==> src/rtl/fpu_wb_master.sv <==
// fpu_wb_master: turns one FPU command into a Wishbone classic sequence
// (write op_a, write op_b, write ctrl/opcode, read result) and returns the
// result through a valid/ready response port.
//
// Ports:
//   wb_clk_i, wb_rst_i              clock, asynchronous active-high reset
//   cmd_valid/cmd_ready             command handshake (ready only in IDLE)
//   cmd_op_a, cmd_op_b, cmd_opcode  operands and FPU opcode
//   rsp_valid/rsp_ready             response handshake
//   rsp_data, rsp_err               result word and error flag
//   wbm_*_o / wbm_dat_i, wbm_ack_i  Wishbone classic initiator
//   busy                            high whenever the FSM is not IDLE
//
// Optional feature: define WB_TIMEOUT_EN to bound each bus wait by
// TIMEOUT_CYCLES; on expiry the command completes with rsp_err=1, rsp_data=0.
// Without the macro every bus state waits for ack indefinitely.
module fpu_wb_master #(
  parameter logic [31:0] BASE_ADDR      = 32'h3000_0000,
  parameter int unsigned TIMEOUT_CYCLES = 255
) (
  input  logic        wb_clk_i,
  input  logic        wb_rst_i,
  input  logic        cmd_valid,
  output logic        cmd_ready,
  input  logic [31:0] cmd_op_a,
  input  logic [31:0] cmd_op_b,
  input  logic [3:0]  cmd_opcode,
  output logic        rsp_valid,
  input  logic        rsp_ready,
  output logic [31:0] rsp_data,
  output logic        rsp_err,
  output logic        wbm_cyc_o,
  output logic        wbm_stb_o,
  output logic        wbm_we_o,
  output logic [3:0]  wbm_sel_o,
  output logic [31:0] wbm_adr_o,
  output logic [31:0] wbm_dat_o,
  input  logic [31:0] wbm_dat_i,
  input  logic        wbm_ack_i,
  output logic        busy
);

  localparam logic [31:0] OFS_A    = 32'h0000_0000;
  localparam logic [31:0] OFS_B    = 32'h0000_0004;
  localparam logic [31:0] OFS_CTRL = 32'h0000_0008;
  localparam logic [31:0] OFS_RES  = 32'h0000_000C;

  typedef enum logic [2:0] {
    IDLE    = 3'd0,
    WR_A    = 3'd1,
    WR_B    = 3'd2,
    WR_CTRL = 3'd3,
    RD_RES  = 3'd4,
    GAP     = 3'd5,
    RESP    = 3'd6
  } state_t;

  state_t      state, state_d;
  state_t      after_gap, after_gap_d;   // bus state to resume after GAP
  logic [31:0] op_a_q, op_a_d;
  logic [31:0] op_b_q, op_b_d;
  logic [3:0]  opcode_q, opcode_d;
  logic [31:0] rsp_data_d;

  logic        cmd_ready_d, rsp_valid_d, busy_d;
  logic        cyc_d, stb_d, we_d;
  logic [3:0]  sel_d;
  logic [31:0] adr_d, dat_d;

  logic        in_bus;
  logic        tmo_hit;

  assign in_bus = (state == WR_A) || (state == WR_B) ||
                  (state == WR_CTRL) || (state == RD_RES);

`ifdef WB_TIMEOUT_EN
  // Counter holds cycles spent without ack in the current bus state; the
  // edge at which it would reach TIMEOUT_CYCLES is the expiry edge.
  localparam int unsigned CNT_W = (TIMEOUT_CYCLES < 2) ? 1 : $clog2(TIMEOUT_CYCLES);

  logic [CNT_W-1:0] tmo_cnt;
  logic             rsp_err_d;

  assign tmo_hit = in_bus && (tmo_cnt == CNT_W'(TIMEOUT_CYCLES - 1));

  always_ff @(posedge wb_clk_i or posedge wb_rst_i) begin
    if (wb_rst_i) begin
      tmo_cnt <= '0;
    end else if (state_d != state) begin
      tmo_cnt <= '0;
    end else if (in_bus) begin
      tmo_cnt <= tmo_cnt + CNT_W'(1);
    end
  end

  // Ack wins over an expiry in the same cycle.
  always_comb begin
    rsp_err_d = rsp_err;
    if (state == RD_RES && wbm_ack_i) begin
      rsp_err_d = 1'b0;
    end else if (tmo_hit && !wbm_ack_i) begin
      rsp_err_d = 1'b1;
    end
  end

  always_ff @(posedge wb_clk_i or posedge wb_rst_i) begin
    if (wb_rst_i) rsp_err <= 1'b0;
    else          rsp_err <= rsp_err_d;
  end
`else
  logic unused_tmo_cfg;

  assign tmo_hit        = 1'b0;
  assign rsp_err        = 1'b0;
  assign unused_tmo_cfg = ^(32'(TIMEOUT_CYCLES));
`endif

  // Next state, operand latching and result capture.
  always_comb begin
    state_d     = state;
    after_gap_d = after_gap;
    op_a_d      = op_a_q;
    op_b_d      = op_b_q;
    opcode_d    = opcode_q;
    rsp_data_d  = rsp_data;

    case (state)
      IDLE: begin
        if (cmd_valid && cmd_ready) begin
          op_a_d   = cmd_op_a;
          op_b_d   = cmd_op_b;
          opcode_d = cmd_opcode;
          state_d  = WR_A;
        end
      end
      WR_A, WR_B, WR_CTRL, RD_RES: begin
        if (wbm_ack_i) begin
          case (state)
            WR_A:    begin state_d = GAP; after_gap_d = WR_B;    end
            WR_B:    begin state_d = GAP; after_gap_d = WR_CTRL; end
            WR_CTRL: begin state_d = GAP; after_gap_d = RD_RES;  end
            default: begin state_d = RESP; rsp_data_d = wbm_dat_i; end
          endcase
        end else if (tmo_hit) begin
          state_d    = RESP;
          rsp_data_d = 32'h0;
        end
      end
      GAP: begin
        state_d = after_gap;
      end
      RESP: begin
        if (rsp_ready) state_d = IDLE;
      end
      default: begin
        state_d = IDLE;
      end
    endcase
  end

  // Registered outputs are decoded from the state being entered.
  always_comb begin
    cmd_ready_d = 1'b0;
    rsp_valid_d = 1'b0;
    cyc_d       = 1'b0;
    stb_d       = 1'b0;
    we_d        = 1'b0;
    sel_d       = 4'h0;
    adr_d       = 32'h0;
    dat_d       = 32'h0;
    busy_d      = (state_d != IDLE);

    case (state_d)
      IDLE: cmd_ready_d = 1'b1;
      WR_A: begin
        cyc_d = 1'b1; stb_d = 1'b1; we_d = 1'b1; sel_d = 4'hF;
        adr_d = BASE_ADDR + OFS_A;
        dat_d = op_a_d;
      end
      WR_B: begin
        cyc_d = 1'b1; stb_d = 1'b1; we_d = 1'b1; sel_d = 4'hF;
        adr_d = BASE_ADDR + OFS_B;
        dat_d = op_b_d;
      end
      WR_CTRL: begin
        cyc_d = 1'b1; stb_d = 1'b1; we_d = 1'b1; sel_d = 4'hF;
        adr_d = BASE_ADDR + OFS_CTRL;
        dat_d = {28'h0, opcode_d};
      end
      RD_RES: begin
        cyc_d = 1'b1; stb_d = 1'b1; sel_d = 4'hF;
        adr_d = BASE_ADDR + OFS_RES;
      end
      RESP: rsp_valid_d = 1'b1;
      default: ;
    endcase
  end

  // State and output registers.
  always_ff @(posedge wb_clk_i or posedge wb_rst_i) begin
    if (wb_rst_i) begin
      state     <= IDLE;
      after_gap <= WR_A;
      op_a_q    <= 32'h0;
      op_b_q    <= 32'h0;
      opcode_q  <= 4'h0;
      rsp_data  <= 32'h0;
      rsp_valid <= 1'b0;
      cmd_ready <= 1'b0;
      busy      <= 1'b0;
      wbm_cyc_o <= 1'b0;
      wbm_stb_o <= 1'b0;
      wbm_we_o  <= 1'b0;
      wbm_sel_o <= 4'h0;
      wbm_adr_o <= 32'h0;
      wbm_dat_o <= 32'h0;
    end else begin
      state     <= state_d;
      after_gap <= after_gap_d;
      op_a_q    <= op_a_d;
      op_b_q    <= op_b_d;
      opcode_q  <= opcode_d;
      rsp_data  <= rsp_data_d;
      rsp_valid <= rsp_valid_d;
      cmd_ready <= cmd_ready_d;
      busy      <= busy_d;
      wbm_cyc_o <= cyc_d;
      wbm_stb_o <= stb_d;
      wbm_we_o  <= we_d;
      wbm_sel_o <= sel_d;
      wbm_adr_o <= adr_d;
      wbm_dat_o <= dat_d;
    end
  end

endmodule
==> config.mk <==
export PLATFORM = sky130hd
export DESIGN_NAME = fpu_wb_master
export DESIGN_NICKNAME = d
export VERILOG_FILES = /design/src/rtl/fpu_wb_master.sv
export SDC_FILE = /design/constraint.sdc
export NUM_CORES = 1
export LEC_CHECK = 0
export CORE_MARGIN = 1
export CORE_UTILIZATION = 45
export DETAILED_ROUTE_END_ITERATION = 16
export PLACE_DENSITY = 0.8
export RECOVER_POWER = 100
export SYNTH_ARGS = -nofsm -noshare
export SYNTH_HDL_FRONTEND = slang
export SYNTH_SLANG_ARGS = --single-unit
==> constraint.sdc <==
create_clock -name wb_clk_i -period 6 [get_ports wb_clk_i]
set_clock_uncertainty 0.1 [all_clocks]
set_input_delay 1.2 -clock wb_clk_i [delete_from_list [all_inputs] [get_ports wb_clk_i]]
set_output_delay 1.2 -clock wb_clk_i [all_outputs]
set_load 0.02 [all_outputs]
# Yosys cells after proc, flatten, opt, wreduce, memory -nomap -nowiden
# Cells that the tools add are included.
# classes
order_cmp	0
bitwise	1
shifts	0
n_div	0
n_eq_ne	11
reduce_logical	11
n_mul	0
muxes	19
add_sub_neg	0
# op_table
cell	n
32-bit 2-to-1 mux	4
30-bit one-hot mux with 4 select lines	1
32-bit one-hot mux with 3 select lines	1
3-bit equality test (second input constant)	5
3-bit by 2-bit equality test with 1-bit output (second input constant)	4
4-bit 2-to-1 mux	3
3-bit one-hot mux with 4 select lines	1
3-bit 2-to-1 mux	3
3-bit one-hot mux with 3 select lines	1
4-bit OR reduction	2
3-bit by 1-bit equality test with 1-bit output (second input constant)	2
3-bit zero test	2
3-bit AND reduction	2
3-bit nonzero test	2
3-bit OR reduction	2
1-bit 2-to-1 mux	4
2-bit 2-to-1 mux	1
1-bit logical AND	1
1-bit inverter	1
# totals
mem_bits_ro	0
mem_bits_rw	0
mem_count	0
elab_cells	56
register_bits	179
latch_bits	0
output_inout_bits	107

# Longest topological paths before layout
# logic_depth
word_depth	8
mapped_depth	8
depth_no_buf	6

# Worst setup path before layout
# Ideal clock, no wire load.
# synth_path
path_kind	input-to-reg
start	in cmd_valid
end	reg wbm_dat_o[11]
setup_ns	0.119
cell_stages	7
path_slack_ns	3.450
required_ns	5.781
arrival_ns	2.331
path_cell_list	nand2_1 > nor4_4 > buf_4 > buf_6 > mux2_1 > nand4_1 > nand2_1
# synth_rtl
element	line_no	rtl
start, declared	23	input logic cmd_valid,
1-bit logical AND	129	if (cmd_valid && cmd_ready) begin
32-bit 2-to-1 mux	129	
32-bit 2-to-1 mux	127	case (state)
via op_a_d[11]	60	logic [31:0] op_a_q, op_a_d;
32-bit one-hot mux with 3 select lines	173	case (state_d)
via dat_d[11]	68	logic [31:0] adr_d, dat_d;
end signal, assigned	232	wbm_dat_o <= dat_d;
end, declared	37	output logic [31:0] wbm_dat_o,
# The timed path passes the listed nets, and every way through them passes these cells.
# A chain may end at the register's enable or synchronous reset.

# Worst setup path after layout
# layout_path
start	in wbm_ack_i
end	reg rsp_valid
# layout_via
elab_chain_cells	4
# layout_rtl
element	line_no	rtl
start, declared	39	input logic wbm_ack_i,
3-bit 2-to-1 mux	137	if (wbm_ack_i) begin
3-bit one-hot mux with 4 select lines	127	
3-bit equality test	173	
1-bit 2-to-1 mux	173	
via rsp_valid_d	65	logic cmd_ready_d, rsp_valid_d, busy_d;
end signal, assigned	224	rsp_valid <= rsp_valid_d;
end, declared	28	output logic rsp_valid,
# The timed path passes the listed nets, and every way through them passes these cells.

==> results.cfg <==
[outcome]
status = finished, violations left
violations = capacitance limit, slew limit

[timing]
tns_ps = 0
fmax_mhz = 231.0
period_minus_slack_ps = 4330
relSlewSlack_pct = -27.54
whs_ps = 379.6
rsz0062_at_grt = false
tightest_slew_ps = 1906
hold_viol_final = 0
setup_viol = 0
slew_violations = 132
fin_crit_sh_pct = 72.16

[cells_and_area]
final_util_pct = 64.32
fin_nets = 724
multiInputGateArea_sq_um = 1977
area_delta_synth_final_pct = 37.64
drive_gt1_share_pct = 12.54
diodes = 0
n_fill_cell = 971
register_area_sq_um = 3655
fin_area_sq_um = 8249

[logic_synthesis]
avgSynthCellArea_sq_um = 13.26
yosysWarnings = 0
synth_area_sq_um = 5993
syn-instance-count = 452
yosysSeqAreaShare_pct = 60.98
synth_top_cell_area_share_pct = 60.54
yosysTopAreaCell = dfrtp_1
synth_cell_type_count = 32
synth_area_leaders = dfrtp_1 61%, mux2_2 14%, nand4_1 5.8%, mux2_1 5.1%, buf_4 4.5%
ys_seq_elements = 146

[clock_tree]
cts_made_buffers = 17
cts_tree = built
clock_sinks = 146
cts_setup_buffers = 0
cts_root_buf = clkbuf_16
path_clk_slew_ps = 60
clock_path_buffers = 2
h-tree-depth = 4
cts-resized-gates = 0
worst_skew_pair.late_latency_ps = 410
cts.hold.buffers_added = 0

[critical_path]
critPathTopFamily = buffers and inverters
slowest_stage = a31o_1
required_ps = 6120
critical_path_class = primary input to flop
worst_path_largest_cell_delay_ps = 980
critPathCaptureType = flop
path_cells = dlygate4sd3_1 -> nand2b_1 -> a21o_1 -> a31o_1 -> inv_1 -> nand2_1 -> nor2_1
cp-start-kind = primary input
crit_fanout = 35
worstPathArrival_ps = 4450
cp.buffers_inverters = 2

[global_route]
grt_pass1_vias = 4311
grt_start_max_net_pins = 106
antenna_found_initial = 0
grt.total_usage_pct = 20.63
grt_overflow = 0
grt_pass1_wl_mm = 22.08

[floorplanning]
dieArea_sq_um = 13780
die_h_um = 117.4
fp.coreArea_sq_um = 12820
pin_count = 212
initial_core_util_pct = 46.73
die_w_um = 117.4
rows = 41

[power_and_ir_drop]
ir_worst_vdd_mv = 0.2043
power_density_nw_per_um2 = 518.8
p_leak_uw = 0.003804
total_power_uw = 4279

[place]
io_buffers = 182
dpl_cell_area_sq_um = 7779
post-dp-hpwl_mm = 8.864
finalWeightedCongestion = 0.8546

[routing]
wl_per_cell_um = 16.81
drc_errors = 0
drt_iter0_drc = 209
dr.pass1.iters = 4
wl_mm = 13.48
final_antenna_net_count = 0
vias = 4098
vias_per_cell = 5.110

[run]
drv_cap = 3

[min_path]
hold_path.class = flop to flop
## synthesized netlist by cell type (all sizes together)
master and n:
and3b 1, o21bai 2, mux2 100, nand2b 3
o21a 2, dfrtp 145, a21oi 6, nand4 56
nor2 3, nor4 2, a221oi 1, nor2b 1
o22ai 5, clkbuf 9, conb 1, o21ai 1
dfstp 1, nand3 2, mux2i 4, buf 58
nor3 1, a31o 1, a21o 1, nand2 37
inv 8, nand3b 1
## area by class of cell
| class | count | share of cell area [%] |
|---|---|---|
| clock buffers | 24 | 5.840 |
| multi-input cells | 259 | 23.96 |
| well taps | 172 | 2.609 |
| repair buffers | 187 | 22.46 |
| flip-flops and latches | 146 | 44.30 |
| clock inverters | 6 | 0.3944 |
| inverters | 8 | 0.4247 |
## cells in the final DEF (no fill, tap or decap)
master | netlist | layout
nand3b_1 | 1 | 1
clkbuf_8 | 0 | 3
mux2i_1 | 4 | 4
inv_6 | 0 | 1
o21a_1 | 2 | 2
conb_1 | 1 | 29
clkinv_2 | 0 | 5
mux2_1 | 27 | 54
nor3_4 | 0 | 1
o21ai_0 | 1 | 1
inv_1 | 6 | 7
nand2_1 | 37 | 37
dfrtp_1 | 145 | 145
o21bai_1 | 2 | 2
nor4_1 | 0 | 2
a21oi_1 | 6 | 6
nor2b_1 | 1 | 1
clkdlybuf4s50_1 | 0 | 101
dlygate4sd3_1 | 0 | 81
nor2_1 | 3 | 3
clkinvlp_4 | 0 | 1
a21o_1 | 1 | 1
a31o_1 | 0 | 1
and3b_1 | 1 | 1
clkbuf_16 | 0 | 17
buf_4 | 36 | 3
mux2_2 | 73 | 46
nand3_1 | 2 | 2
nand4_1 | 56 | 56
o22ai_1 | 5 | 5
clkbuf_2 | 0 | 1
nand2b_1 | 3 | 3
clkbuf_1 | 9 | 5
a221oi_1 | 1 | 1
dfstp_2 | 1 | 1
## cell families (layout without fill, tap and decap cells)
family	after synthesis	after routing	share of synthesized area (%)
multiplexers	104	104	19.46
AND/OR/NAND/NOR	107	107	9.938
other	1	29	0.06257
AO/OA/AOI/OAI	19	19	2.025
flip-flops	146	146	60.98
buffers and inverters	75	225	7.536
## where the power goes
group	internal, uW	switching, uW	leakage, uW
Clock	552	365	0.000255
Sequential	1430	166	0.00182
Combinational	734	1030	0.00173
## state kept, by name, summed over array words and instances (netlist names), 3 cells and up
register,count
wbm_dat_o,32
state,3
op_a_q,32
opcode_q,4
wbm_adr_o,3
rsp_data,32
op_b_q,32
after_gap,3
## worst register-to-register path: stages, from the launching register on
cell	delay, ps
dfrtp_1	550
nand2b_1	160
a21o_1	120
a31o_1	980
inv_1	970
nand2_1	430
nor2_1	70
## final timing paths
path                                           start  depth (start not counted)  slack, ps                  endpoint
worst max-delay path                       wbm_ack_i                          7       1670       rsp_valid$_DFF_PP0_
worst min register to register  op_a_q[25]$_DFF_PP0_                          1        380      op_a_q[25]$_DFF_PP0_
min in group asynchronous                   wb_rst_i                          2       1390       op_a_q[5]$_DFF_PP0_
worst max register to register    state[1]$_DFF_PP0_                          6       2440       rsp_valid$_DFF_PP0_
max in group asynchronous                   wb_rst_i                          3       3290  after_gap[0]$_DFFE_PP1P_
worst min-delay path            op_a_q[25]$_DFF_PP0_                          1        380      op_a_q[25]$_DFF_PP0_
## per-layer routing
| metal | global-route usage, % | vias to the layer above | share of wire [%] |
|---|---|---|---|
| met3 | 6.615 | 24 | 7.0 |
| met2 | 34.28 | 190 | 50 |
| met4 | 9.578 | 0 | 1.9 |
| li1 | - | 1870 | - |
| met5 | 0 | - | 0 |
| met1 | 24.22 | 2014 | 41 |
## metrics by stage
step / cells / setup WS [ps]
CTS: 802 / 2695
global placement: 772 / 2348
global route: 802 / 1381
detailed placement: 772 / 2264
floorplan: 480 / 778.7
finish: 802 / 1670
No activity file was read; power rests on OpenSTA's default activity.
